[src/rtl/ysyx_22041211_ifu_prefetch_pkg.sv]
// ysyx_22041211_ifu_prefetch_pkg: IFU state encoding, reset PC default and RV32 opcode constants.
package ysyx_22041211_ifu_prefetch_pkg;
   typedef enum logic [1:0] {IDLE, ADDR, DATA, HALT} ifu_state_t;
   localparam logic [31:0] RESET_PC_DEF = 32'h8000_0000;
   localparam logic [6:0] OP_LUI = 7'b0110111, OP_AUIPC = 7'b0010111, OP_JAL = 7'b1101111,
                          OP_JALR = 7'b1100111, OP_BRANCH = 7'b1100011, OP_LOAD = 7'b0000011,
                          OP_STORE = 7'b0100011, OP_IMM = 7'b0010011, OP_REG = 7'b0110011,
                          OP_SYSTEM = 7'b1110011;
   localparam logic [2:0] F3_SLL = 3'b001, F3_SR = 3'b101, F3_CSRRW = 3'b001, F3_CSRRS = 3'b010;
   localparam logic [6:0] F7_ALT = 7'b0100000;
   // Only elaborated into hardware where a caller exists.
   function automatic logic inst_legal(input logic [31:0] i);
      logic [6:0] op;
      logic [2:0] f3;
      logic [6:0] f7;
      op = i[6:0];
      f3 = i[14:12];
      f7 = i[31:25];
      return op == OP_LUI || op == OP_AUIPC || op == OP_JAL
         || (op == OP_JALR && f3 == 3'b000)
         || (op == OP_BRANCH && f3[2:1] != 2'b01)
         || (op == OP_LOAD && (f3 == 3'b000 || f3 == 3'b001 || f3 == 3'b010 || f3 == 3'b100 || f3 == 3'b101))
         || (op == OP_STORE && (f3 == 3'b000 || f3 == 3'b001 || f3 == 3'b010))
         || (op == OP_IMM && (f3 == F3_SLL ? f7 == 7'b0 : f3 == F3_SR ? (f7 == 7'b0 || f7 == F7_ALT) : 1'b1))
         || (op == OP_REG && (f7 == 7'b0 || (f7 == F7_ALT && (f3 == 3'b000 || f3 == F3_SR))))
         || (op == OP_SYSTEM && (f3 == F3_CSRRW || f3 == F3_CSRRS
            || i == 32'h0000_0073 || i == 32'h0010_0073 || i == 32'h3020_0073));
   endfunction
endpackage

[src/rtl/ysyx_22041211_ifu_prefetch_if.sv]
// ysyx_22041211_ifu_prefetch_if: redirect, IDU stream and AXI4-Lite AR/R signals of the IFU.
interface ysyx_22041211_ifu_prefetch_if #(parameter int ADDR_WIDTH = 32, parameter int DATA_WIDTH = 32);
   logic                  redirect_valid_i;
   logic [ADDR_WIDTH-1:0] redirect_pc_i;
   logic                  out_valid_o;
   logic                  out_ready_i;
   logic [DATA_WIDTH-1:0] out_inst_o;
   logic [ADDR_WIDTH-1:0] out_pc_o;
   logic                  out_fault_o;
   logic                  out_illegal_o;
   logic [ADDR_WIDTH-1:0] araddr_o;
   logic                  arvalid_o;
   logic                  arready_i;
   logic [DATA_WIDTH-1:0] rdata_i;
   logic [1:0]            rresp_i;
   logic                  rvalid_i;
   logic                  rready_o;
   modport master (
      input  redirect_valid_i, redirect_pc_i, out_ready_i, arready_i, rdata_i, rresp_i, rvalid_i,
      output out_valid_o, out_inst_o, out_pc_o, out_fault_o, out_illegal_o, araddr_o, arvalid_o, rready_o
   );
   modport slave (
      output redirect_valid_i, redirect_pc_i, out_ready_i, arready_i, rdata_i, rresp_i, rvalid_i,
      input  out_valid_o, out_inst_o, out_pc_o, out_fault_o, out_illegal_o, araddr_o, arvalid_o, rready_o
   );
endinterface

[src/rtl/ysyx_22041211_ifu_prefetch_fifo.sv]
// ysyx_22041211_ifu_fifo: synchronous prefetch FIFO with flush; head read straight from storage.
module ysyx_22041211_ifu_fifo #(
   parameter int DEPTH = 4,
   parameter int WIDTH = 65
) (
   input  logic                     clk,
   input  logic                     rst_n,
   input  logic                     push,
   input  logic                     pop,
   input  logic                     flush,
   input  logic [WIDTH-1:0]         wdata,
   output logic [WIDTH-1:0]         rdata,
   output logic                     full,
   output logic                     empty,
   output logic [$clog2(DEPTH):0]   count
);
   localparam int AW = $clog2(DEPTH);
   logic [WIDTH-1:0] mem [DEPTH];
   logic [AW-1:0]    rd_ptr, wr_ptr;
   logic             rd, wr;
   assign rd    = pop && !empty;
   assign wr    = push && (!full || rd);
   assign full  = count == (AW+1)'(DEPTH);
   assign empty = count == '0;
   assign rdata = mem[rd_ptr];
   always_ff @(posedge clk or negedge rst_n)
      if (!rst_n) begin
         rd_ptr <= '0;
         wr_ptr <= '0;
         count  <= '0;
      end else if (flush) begin
         rd_ptr <= '0;
         wr_ptr <= '0;
         count  <= '0;
      end else begin
         rd_ptr <= rd_ptr + AW'(rd);
         wr_ptr <= wr_ptr + AW'(wr);
         count  <= count + (AW+1)'(wr) - (AW+1)'(rd);
      end
   always_ff @(posedge clk)
      if (wr) mem[wr_ptr] <= wdata;
endmodule

[src/rtl/ysyx_22041211_ifu_prefetch.sv]
// ysyx_22041211_ifu_prefetch: sequential prefetching IFU, one AXI4-Lite read in flight, flush on redirect.
// IFU_INST_CHECK_EN builds the out_illegal_o opcode decoder; otherwise it is tied low.
module ysyx_22041211_ifu_prefetch
   import ysyx_22041211_ifu_prefetch_pkg::*;
#(
   parameter int              ADDR_WIDTH = 32,
   parameter int              DATA_WIDTH = 32,
   parameter int              FIFO_DEPTH = 4,
   parameter logic [ADDR_WIDTH-1:0] RESET_PC = ADDR_WIDTH'(RESET_PC_DEF)
) (
   input logic clk,
   input logic rst_n,
   ysyx_22041211_ifu_prefetch_if.master bus
);
   localparam int EW = ADDR_WIDTH + DATA_WIDTH + 1;
   localparam int CW = $clog2(FIFO_DEPTH) + 1;
   ifu_state_t            state;
   logic                  drop, push, pop, full, empty, rx;
   logic [ADDR_WIDTH-1:0] fetch_pc;
   logic [EW-1:0]         head, push_data;
   logic [CW-1:0]         count;
   assign rx        = state == DATA && bus.rvalid_i;
   assign push      = rx && !drop && !bus.redirect_valid_i && (!full || pop);
   assign pop       = bus.out_valid_o && bus.out_ready_i;
   assign push_data = bus.rresp_i == 2'b00 ? {fetch_pc, bus.rdata_i, 1'b0} : {fetch_pc, {DATA_WIDTH{1'b0}}, 1'b1};
   ysyx_22041211_ifu_fifo #(.DEPTH(FIFO_DEPTH), .WIDTH(EW)) u_fifo (
      .clk(clk), .rst_n(rst_n), .push(push), .pop(pop), .flush(bus.redirect_valid_i),
      .wdata(push_data), .rdata(head), .full(full), .empty(empty), .count(count)
   );
   assign bus.out_valid_o = !empty;
   assign {bus.out_pc_o, bus.out_inst_o, bus.out_fault_o} = head;
`ifdef IFU_INST_CHECK_EN
   assign bus.out_illegal_o = !bus.out_fault_o && !inst_legal(bus.out_inst_o);
`else
   assign bus.out_illegal_o = 1'b0;
`endif
   // A redirect never withdraws an accepted or presented AR; the reply is marked for discard instead.
   always_ff @(posedge clk or negedge rst_n)
      if (!rst_n) begin
         state         <= IDLE;
         bus.arvalid_o <= 1'b0;
         bus.araddr_o  <= '0;
         bus.rready_o  <= 1'b0;
         fetch_pc      <= RESET_PC;
         drop          <= 1'b0;
      end else begin
         if (bus.redirect_valid_i) fetch_pc <= bus.redirect_pc_i;
         else if (push && bus.rresp_i == 2'b00) fetch_pc <= fetch_pc + ADDR_WIDTH'(4);
         case (state)
            IDLE: if (!bus.redirect_valid_i && count < CW'(FIFO_DEPTH)) begin
               state         <= ADDR;
               bus.arvalid_o <= 1'b1;
               bus.araddr_o  <= fetch_pc;
            end
            ADDR: begin
               if (bus.redirect_valid_i) drop <= 1'b1;
               if (bus.arready_i) begin
                  state         <= DATA;
                  bus.arvalid_o <= 1'b0;
                  bus.rready_o  <= 1'b1;
               end
            end
            DATA: if (bus.rvalid_i) begin
               state        <= push && bus.rresp_i != 2'b00 ? HALT : IDLE;
               bus.rready_o <= 1'b0;
               drop         <= 1'b0;
            end else if (bus.redirect_valid_i) drop <= 1'b1;
            HALT: if (bus.redirect_valid_i) state <= IDLE;
            default: state <= IDLE;
         endcase
      end
endmodule

[src/flat_wrapper.sv]
// flat-port wrapper written by rule: the top's interface ports become plain ports
module ysyx_22041211_ifu_prefetch_flat import ysyx_22041211_ifu_prefetch_pkg::*;
#(
   parameter int              ADDR_WIDTH = 32,
   parameter int              DATA_WIDTH = 32,
   parameter int              FIFO_DEPTH = 4,
   parameter logic [ADDR_WIDTH-1:0] RESET_PC = ADDR_WIDTH'(RESET_PC_DEF)
)
  (clk, rst_n, bus_redirect_valid_i, bus_redirect_pc_i, bus_out_ready_i, bus_arready_i, bus_rdata_i, bus_rresp_i, bus_rvalid_i, bus_out_valid_o, bus_out_inst_o, bus_out_pc_o, bus_out_fault_o, bus_out_illegal_o, bus_araddr_o, bus_arvalid_o, bus_rready_o);
  ysyx_22041211_ifu_prefetch_if #(.ADDR_WIDTH(ADDR_WIDTH), .DATA_WIDTH(DATA_WIDTH)) bus_i ();
  input logic clk;
  input logic rst_n;
  input wire logic [$bits(bus_i.redirect_valid_i)-1:0] bus_redirect_valid_i;
  input wire logic [$bits(bus_i.redirect_pc_i)-1:0] bus_redirect_pc_i;
  input wire logic [$bits(bus_i.out_ready_i)-1:0] bus_out_ready_i;
  input wire logic [$bits(bus_i.arready_i)-1:0] bus_arready_i;
  input wire logic [$bits(bus_i.rdata_i)-1:0] bus_rdata_i;
  input wire logic [$bits(bus_i.rresp_i)-1:0] bus_rresp_i;
  input wire logic [$bits(bus_i.rvalid_i)-1:0] bus_rvalid_i;
  output wire logic [$bits(bus_i.out_valid_o)-1:0] bus_out_valid_o;
  output wire logic [$bits(bus_i.out_inst_o)-1:0] bus_out_inst_o;
  output wire logic [$bits(bus_i.out_pc_o)-1:0] bus_out_pc_o;
  output wire logic [$bits(bus_i.out_fault_o)-1:0] bus_out_fault_o;
  output wire logic [$bits(bus_i.out_illegal_o)-1:0] bus_out_illegal_o;
  output wire logic [$bits(bus_i.araddr_o)-1:0] bus_araddr_o;
  output wire logic [$bits(bus_i.arvalid_o)-1:0] bus_arvalid_o;
  output wire logic [$bits(bus_i.rready_o)-1:0] bus_rready_o;
  assign bus_i.redirect_valid_i = bus_redirect_valid_i;
  assign bus_i.redirect_pc_i = bus_redirect_pc_i;
  assign bus_i.out_ready_i = bus_out_ready_i;
  assign bus_i.arready_i = bus_arready_i;
  assign bus_i.rdata_i = bus_rdata_i;
  assign bus_i.rresp_i = bus_rresp_i;
  assign bus_i.rvalid_i = bus_rvalid_i;
  assign bus_out_valid_o = bus_i.out_valid_o;
  assign bus_out_inst_o = bus_i.out_inst_o;
  assign bus_out_pc_o = bus_i.out_pc_o;
  assign bus_out_fault_o = bus_i.out_fault_o;
  assign bus_out_illegal_o = bus_i.out_illegal_o;
  assign bus_araddr_o = bus_i.araddr_o;
  assign bus_arvalid_o = bus_i.arvalid_o;
  assign bus_rready_o = bus_i.rready_o;
  ysyx_22041211_ifu_prefetch #(.ADDR_WIDTH(ADDR_WIDTH), .DATA_WIDTH(DATA_WIDTH), .FIFO_DEPTH(FIFO_DEPTH), .RESET_PC(RESET_PC)) u_core (.clk(clk), .rst_n(rst_n), .bus(bus_i));
endmodule
[config.mk]
export PLATFORM = sky130hd
export DESIGN_NAME = ysyx_22041211_ifu_prefetch_flat
export DESIGN_NICKNAME = d
export VERILOG_FILES = /design/src/rtl/ysyx_22041211_ifu_prefetch_pkg.sv /design/src/rtl/ysyx_22041211_ifu_prefetch_if.sv /design/src/rtl/ysyx_22041211_ifu_prefetch_fifo.sv /design/src/rtl/ysyx_22041211_ifu_prefetch.sv /design/src/flat_wrapper.sv
export SDC_FILE = /design/constraint.sdc
export NUM_CORES = 1
export LEC_CHECK = 0
export ABC_CLOCK_PERIOD_IN_PS = 7680
export CORE_MARGIN = 2
export CORE_UTILIZATION = 25
export DETAILED_ROUTE_END_ITERATION = 12
export PLACE_DENSITY_LB_ADDON = 0.2
export SYNTH_ARGS = -nofsm -noshare
export SYNTH_HDL_FRONTEND = slang
export SYNTH_SLANG_ARGS = --single-unit
[constraint.sdc]
create_clock -name clk -period 7.68 [get_ports clk]
set_input_delay 1.536 -clock clk [delete_from_list [all_inputs] [get_ports clk]]
set_output_delay 1.536 -clock clk [all_outputs]
set_load 0.01 [all_outputs]
==> impl_results.md, run 1 <==
- Status: completed
- Number of synthesized flops with an enable pin: 260
- Critical path arrival: 3.33 ns
- Most common cell after layout, fill and taps aside: edfxtp_1
- HP Start: u_core.bus.araddr_o[13]
- Hold depth: 1
- Die height: 236 µm
- Slew margin rel.: 17.6%
- FILL cells: ~5,300
- Worst slew pin tran: 1.23 ns
- Max Cap Viol: 0
- Peak supply drop: between 100 and 150 µV
- Layout area overhead: 27.2%
- Clk_lat worst skew: 0.54 ns
- RSZ-0062 raised after global routing: no
- WHS: 0.503 ns
- Syn_area_per_cell: 18.2 µm²
- Fraction of registers with async set/reset: between 20 and 25%
- Largest family of logic cells by synthesized area: multiplexers
- Fmax: 206 MHz
- CTS Sinks: ~340
- GR Overflow Total: 0
- Power Dens Cells: 305 nW/µm²
- Root Buffer: clkbuf_16
- Yosys warning total: 0
- Avg WL per Cell: 20.4 µm
- Register area: roughly 9700 µm²
- CTS Buf Count: 38
- Net Count, Synth: 825
- #FFs+latches synth: around 340
- Clock skew: 0.0154 ns
- GRT Util Overall: 12.1%
- Largest net degree at the start of global routing: 66
- Met2 Track Usage GR: 19.3%
- Minimum clock period: ~5 ns
- DR DRC count: 0
- I/O Buffers: 171
- Distinct cells, synth: 56
- Quantity of gates resized following cts: 0
- Clock buffer depth: 3
- Final instance area: 17,100 µm²
- Synth Area in Compound Gates: between 3 and 4%
- CTS clock-pin slew for the worst setup and hold paths: 0.06 ns
- Std cell rows: 85
- Slew Limit Fails: 0
- Final period utilization: 63.3%
- Endpoints failing setup: 0
- Post-CTS Setup Inserts: 0
- Syn Inst Count: 742
- Leak: 5.65 nW
- Finished Layout Cells: 1,649
- CTS H-Tree Depth: 2
- I/O pins: 173
- Sequential share of the synthesized area: 72.0%
- CP Launch Point: u_core.u_fifo.rd_ptr[0]
- Initial DRC count: roughly 470
- Dpl cells: 1,581
- Via/cell ratio: between 4 and 5
- First-pass GRT wire length: 50,000 µm
- Reg-to-Reg Start: u_core.state[0]
- Core area: roughly 54,000 µm²
- Met3 Use GR: 2.81%
- Final Util: 32.0%
- Area of the multi-input gates: around 3500 µm²
- Final Hold Viols: 0
- GRT met1 Usage: 16.5%
- Vias post-DR: 7,270
- Critical path peak fanout: 36
- Crit. End Element: primary output
- TritonCTS clock tree: built
- Share of layout cells above drive strength 1: 18.4%
- RePlAce Congestion: 0.712
- Synthesized cell area: 13,500 µm²
- Synth Flop Type: edfxtp_1
- GR peak layer: met2
- Post-synthesis mux area share: about 14%
- Setup TNS: 0 ns
- Worst R2R Path Depth: 8
- Pre-antenna DRT Iters: 4
- Final HPWL DP: 21,000 µm
- Placed cell areas: 16,000 µm²
- Worst hold path type: reg2reg
- CP Data Required Time: approximately 6.1 ns
- Fin nets: 1,008
- Crit Path Class: reg2out
- N_diodes: 0
- Routed WL: ~34,000 µm
- Antenna viol nets, final: 0
- Die area: 55,800 µm²
- Initial Utilization: around a quarter
- Synth Area in Simple Gates: 6.89%
- Initial antenna violation count: 0
- Vias in the first global route: 7,679
- Synth Area in Adders: under 10%
- Hold Buf Count CTS: 0
- XOR/XNOR Fraction of Synth Area: 0.585%
- Most frequent cells in the layout: edfxtp_1, clkdlybuf4s50_1, dfrtp_1
- Worst setup SP type: flop
- Die X: between 200 and 250 µm
==> kinds of logic after synthesis <==
kind of cell    Yosys count
buf+inv                  55
other cells               1
compound gates           72
simple gates            157
xor+xnor                  9
fa+ha+maj                11
flops                   336
mux                     101
==> state kept, by name (all words and copies together) (netlist names) <==
register and flops:
u_core.bus.araddr_o 32, u_core.bus.arvalid_o 1, u_core.bus.rready_o 1, u_core.drop 1
u_core.fetch_pc 32, u_core.state 2, u_core.u_fifo.count 3, u_core.u_fifo.mem 260
u_core.u_fifo.rd_ptr 2, u_core.u_fifo.wr_ptr 2
==> per-layer routing <==
metal  vias to the layer above  part of all wire, %
li1                       3332                    -
met2                       181                   47
met3                        34                  4.6
met4                         0                  1.8
met1                      3723                   47
met5                         -                    0
==> final cells by class <==
| class | instances | area share, % |
|---|---|---|
| clock buffers | 60 | 6.52 |
| clock inverters | 8 | 0.212 |
| inverters | 14 | 0.307 |
| multi-input cells | 351 | 20.7 |
| flip-flops and latches | 336 | 56.7 |
| well taps | 696 | 5.08 |
| repair buffers | 184 | 10.5 |
==> power by group <==
part	total, W	switching (W)	internal [W]
combinational	0.00123	0.000491	0.000742
sequential	0.00229	0.000184	0.00211
clock	0.00169	0.000699	0.000995
total	0.00522	0.00137	0.00385
==> final timing paths <==
check,slack [ns],endpoint
worst max register to register,4.26,u_core.u_fifo.mem[1][5]
min in group asynchronous,0.84,u_core.bus.araddr_o[5]
worst min register to register,0.50,u_core.bus.araddr_o[13]
max in group asynchronous,5.58,u_core.u_fifo.rd_ptr[1]
worst max-delay path,2.82,bus_out_pc_o[23]
worst min-delay path,0.50,u_core.bus.araddr_o[13]
==> synth_stat cells, types with 16 or more instances <==
library cell | count | area share (%)
edfxtp_1 | 260 | 58
a31oi_1 | 17 | 0.79
or4_1 | 16 | 0.89
o31ai_1 | 16 | 0.89
mux2_2 | 34 | 2.8
mux4_2 | 65 | 11
clkbuf_1 | 22 | 0.61
nand3_1 | 16 | 0.59
dfrtp_1 | 75 | 14
nor2_1 | 24 | 0.67
and2_1 | 33 | 1.5
nand2_1 | 21 | 0.58
==> critical path, stage by stage (launching register included) <==
cell and delay, ns:
dfrtp_4 0.95, buf_4 0.66, mux4_2 0.63, clkdlybuf4s50_1 0.50
==> per-stage QoR <==
step / setup WS, ns / power (W)
final: 2.82 / 0.00522
after global routing: 2.51 / 0.00549
after CTS: 2.61 / 0.00534
after detailed placement: 2.91 / 0.00360
after global placement: 2.96 / 0.00360
after floorplan: 0.320 / 0.00294
Note: power is estimated with default switching activity, not from simulation.
==> inputs of run 2 (changes only) <==
ABC_CLOCK_PERIOD_IN_PS = 4760   (was 7680)
clock period = 4.76 ns   (was 7.68 ns; I/O delays follow)
==> run 2 against run 1 <==
Compared with the run above: clock-buffer cell count shrank 10; sequential power grew 62%; via count grew 2.9%; critical endpoint is now bus_out_pc_o[29]; largest power group unchanged.
==> impl_results.md, run 2 (same netlist as run 1, synthesis figures left out) <==
- Share of layout cells above drive strength 1: 19.8% (+1.4 points)
- Power Dens Cells: 506 nW/µm² (+66%)
- Routed WL: 34,400 µm (+2.5%)
- Status: completed
- Slew margin rel.: 38.1% (+21 points)
- Placed cell areas: 16,100 µm² (+0.52%)
- Slew Limit Fails: 0 (unchanged)
- First-pass GRT wire length: 52,500 µm (+4.9%)
- N_diodes: 0 (unchanged)
- Die area: 55,800 µm² (unchanged)
- Switching share of total power: 26.2% (-0.099 points)
- Worst setup SP type: flop
- Peak supply drop: 200 µV (+40%)
- Setup TNS: 0 ns (unchanged)
- I/O Buffers: 171 (unchanged)
- Worst hold path type: reg2reg
- Layout area overhead: 28.8%
- GR Overflow Total: 0 (unchanged)
- Largest net degree at the start of global routing: 63 (-4.5%)
- Initial Utilization: 25.2% (unchanged)
- Post-CTS Setup Inserts: 0 (unchanged)
- PnR Total Power: 0.00879 W (+68%)
- CP Data Required Time: 3.81 ns (-2.33 ns)
- Largest regs: u_core.u_fifo.mem x260, u_core.bus.araddr_o x32, u_core.fetch_pc x32
- Initial antenna violation count: 0 (unchanged)
- Critical Path Slowest Stage Cell: dfrtp_4
- Final Hold Viols: 0 (unchanged)
- TritonCTS clock tree: built
- Core area: 53,600 µm² (unchanged)
- Avg WL per Cell: 20.8 µm (+1.9%)
- Sequential power share: 42.2% (-1.7 points)
- Std cell rows: 85 (unchanged)
- Die height: 236 µm (unchanged)
- Clock buffer depth: 3 (unchanged)
- CTS Buf Count: 39 (+2.6%)
- Root Buffer: clkbuf_16
- Crit path largest cell delay: 0.89 ns (-0.06 ns)
- Initial DRC count: 387 (-18%)
- Final Util: 32.4% (+0.42 points)
- Hold Buf Count CTS: 0 (unchanged)
- Final instance area: 17,400 µm² (+1.3%)
- Minimum clock period: a little under 4 ns
- Clock skew: 0.0223 ns (+0.00692 ns)
- Int Pwr: 0.00648 W (+68%)
- Vias in the first global route: 8,044 (+4.8%)
- Most frequent cells in the layout: edfxtp_1, clkdlybuf4s50_1, dfrtp_1
- Die X: 236 µm (unchanged)
- Quantity of gates resized following cts: 0 (unchanged)
- Crit. End Element: primary output
- RSZ-0062 raised after global routing: no
- DR DRC count: 0 (unchanged)
- Crit Path Class: reg2out
- Final period utilization: between 80% and 90%
- Largest register FFs: 260 (unchanged)
- Leak: 5.76 nW (+1.8%)
- Worst slew pin tran: 0.928 ns (-0.303 ns)
- RePlAce Congestion: 0.733 (+3.0%)
- CTS H-Tree Depth: 2 (unchanged)
- Clk_lat worst skew: 0.54 ns (about the same)
- Largest Register: u_core.u_fifo.mem
- Fmax: 260 MHz
- Antenna viol nets, final: 0 (unchanged)
- Most common cell after layout, fill and taps aside: edfxtp_1
- Net Sw Power: 0.00230 W (+68%)
- Clock Power Share: 34.3% (+1.9 points)
- Via/cell ratio: 4.51 (+2.4%)
- Critical path arrival: 2.89 ns (-0.44 ns)
- GRT Util Overall: 12.5% (+0.49 points)
- Pre-antenna DRT Iters: 6 (+2)
- Combinational power share: 23.5% (about the same)
- Vias post-DR: 7,484 (+2.9%)
- Fin nets: 1,015 (+0.69%)
- Cell-by-cell trace of the critical path: buf_4 -> mux4_2 -> clkdlybuf4s50_1
- CTS clock-pin slew for the worst setup and hold paths: 0.06 ns (about the same)
- CTS Sinks: 336 (unchanged)
- Endpoints failing setup: 0 (unchanged)
- I/O pins: 173 (unchanged)
- Critical path peak fanout: 30 (-17%)
- Max Cap Viol: 0 (unchanged)
- Final HPWL DP: 21,500 µm (+2.4%)
[run 2: changes by cell type in the layout (fill, tap and decap cells not counted), moves of 2 or more]
cell,previous run,this run
buf_12,0,2
buf_4,14,18
bufinv_16,0,5
clkbuf_1,17,9
clkbuf_8,2,0
clkinv_1,5,7
clkinv_2,2,5
[run 2: power groups by stage]
stage,logic [W],registers (W),clock network (W)
finish,0.00206,0.00371,0.00302
global placement,0.00210,0.00378,0
floorplan,0.00108,0.00366,0
global route,0.00223,0.00376,0.00323
CTS,0.00212,0.00373,0.00312
detailed placement,0.00211,0.00378,0
[run 2: routing by layer]
metal | up-vias | routed length [µm] | track usage [%]
li1 | 3350 | - | -
met1 | 3918 | 15600 | 17.0
met2 | 176 | 16500 | 20.3
met3 | 40 | 1890 | 3.18
met4 | 0 | 498 | 2.84
met5 | - | 0 | 0
[run 2: through the flow]
step / instances / hold slack (ns) / setup WS (ns)
final: 1658 / 0.508 / 0.913
after global routing: 1658 / 0.526 / 0.707
after CTS: 1658 / 0.512 / 0.776
after detailed placement: 1587 / 0.498 / 0.972
after global placement: 1587 / 0.494 / 1.01
after floorplan: 742 / 0.487 / 0.278
[run 2: final timing paths]
path                                    startpoint                      end  slack (ns)  depth (start not counted)
hold reg to reg            u_core.bus.araddr_o[29]  u_core.bus.araddr_o[29]        0.51                          1
min in group asynchronous                    rst_n      u_core.bus.rready_o        0.55                          1
setup reg to reg                   u_core.state[0]   u_core.u_fifo.count[2]        1.73                         12
setup / recovery           u_core.u_fifo.rd_ptr[0]         bus_out_pc_o[29]        0.91                          3
max in group asynchronous                    rst_n      u_core.fetch_pc[13]        3.37                          2
hold / removal             u_core.bus.araddr_o[29]  u_core.bus.araddr_o[29]        0.51                          1
[run 2: cell type report]
cell class | count | area [µm²]
clock buffers | 50 | 1060
clock inverters | 21 | 234
fillers | 5265 | 36200
inverters | 14 | 52.6
multi-input cells | 351 | 3560
flip-flops and latches | 336 | 9720
well taps | 696 | 871
repair buffers | 190 | 1870
[run 2: critical path: cells and delay by family, from the launching register on]
kind | cells | cell delay (ns)
mux | 1 | 0.59
flops | 1 | 0.89
buf+inv | 2 | 0.88
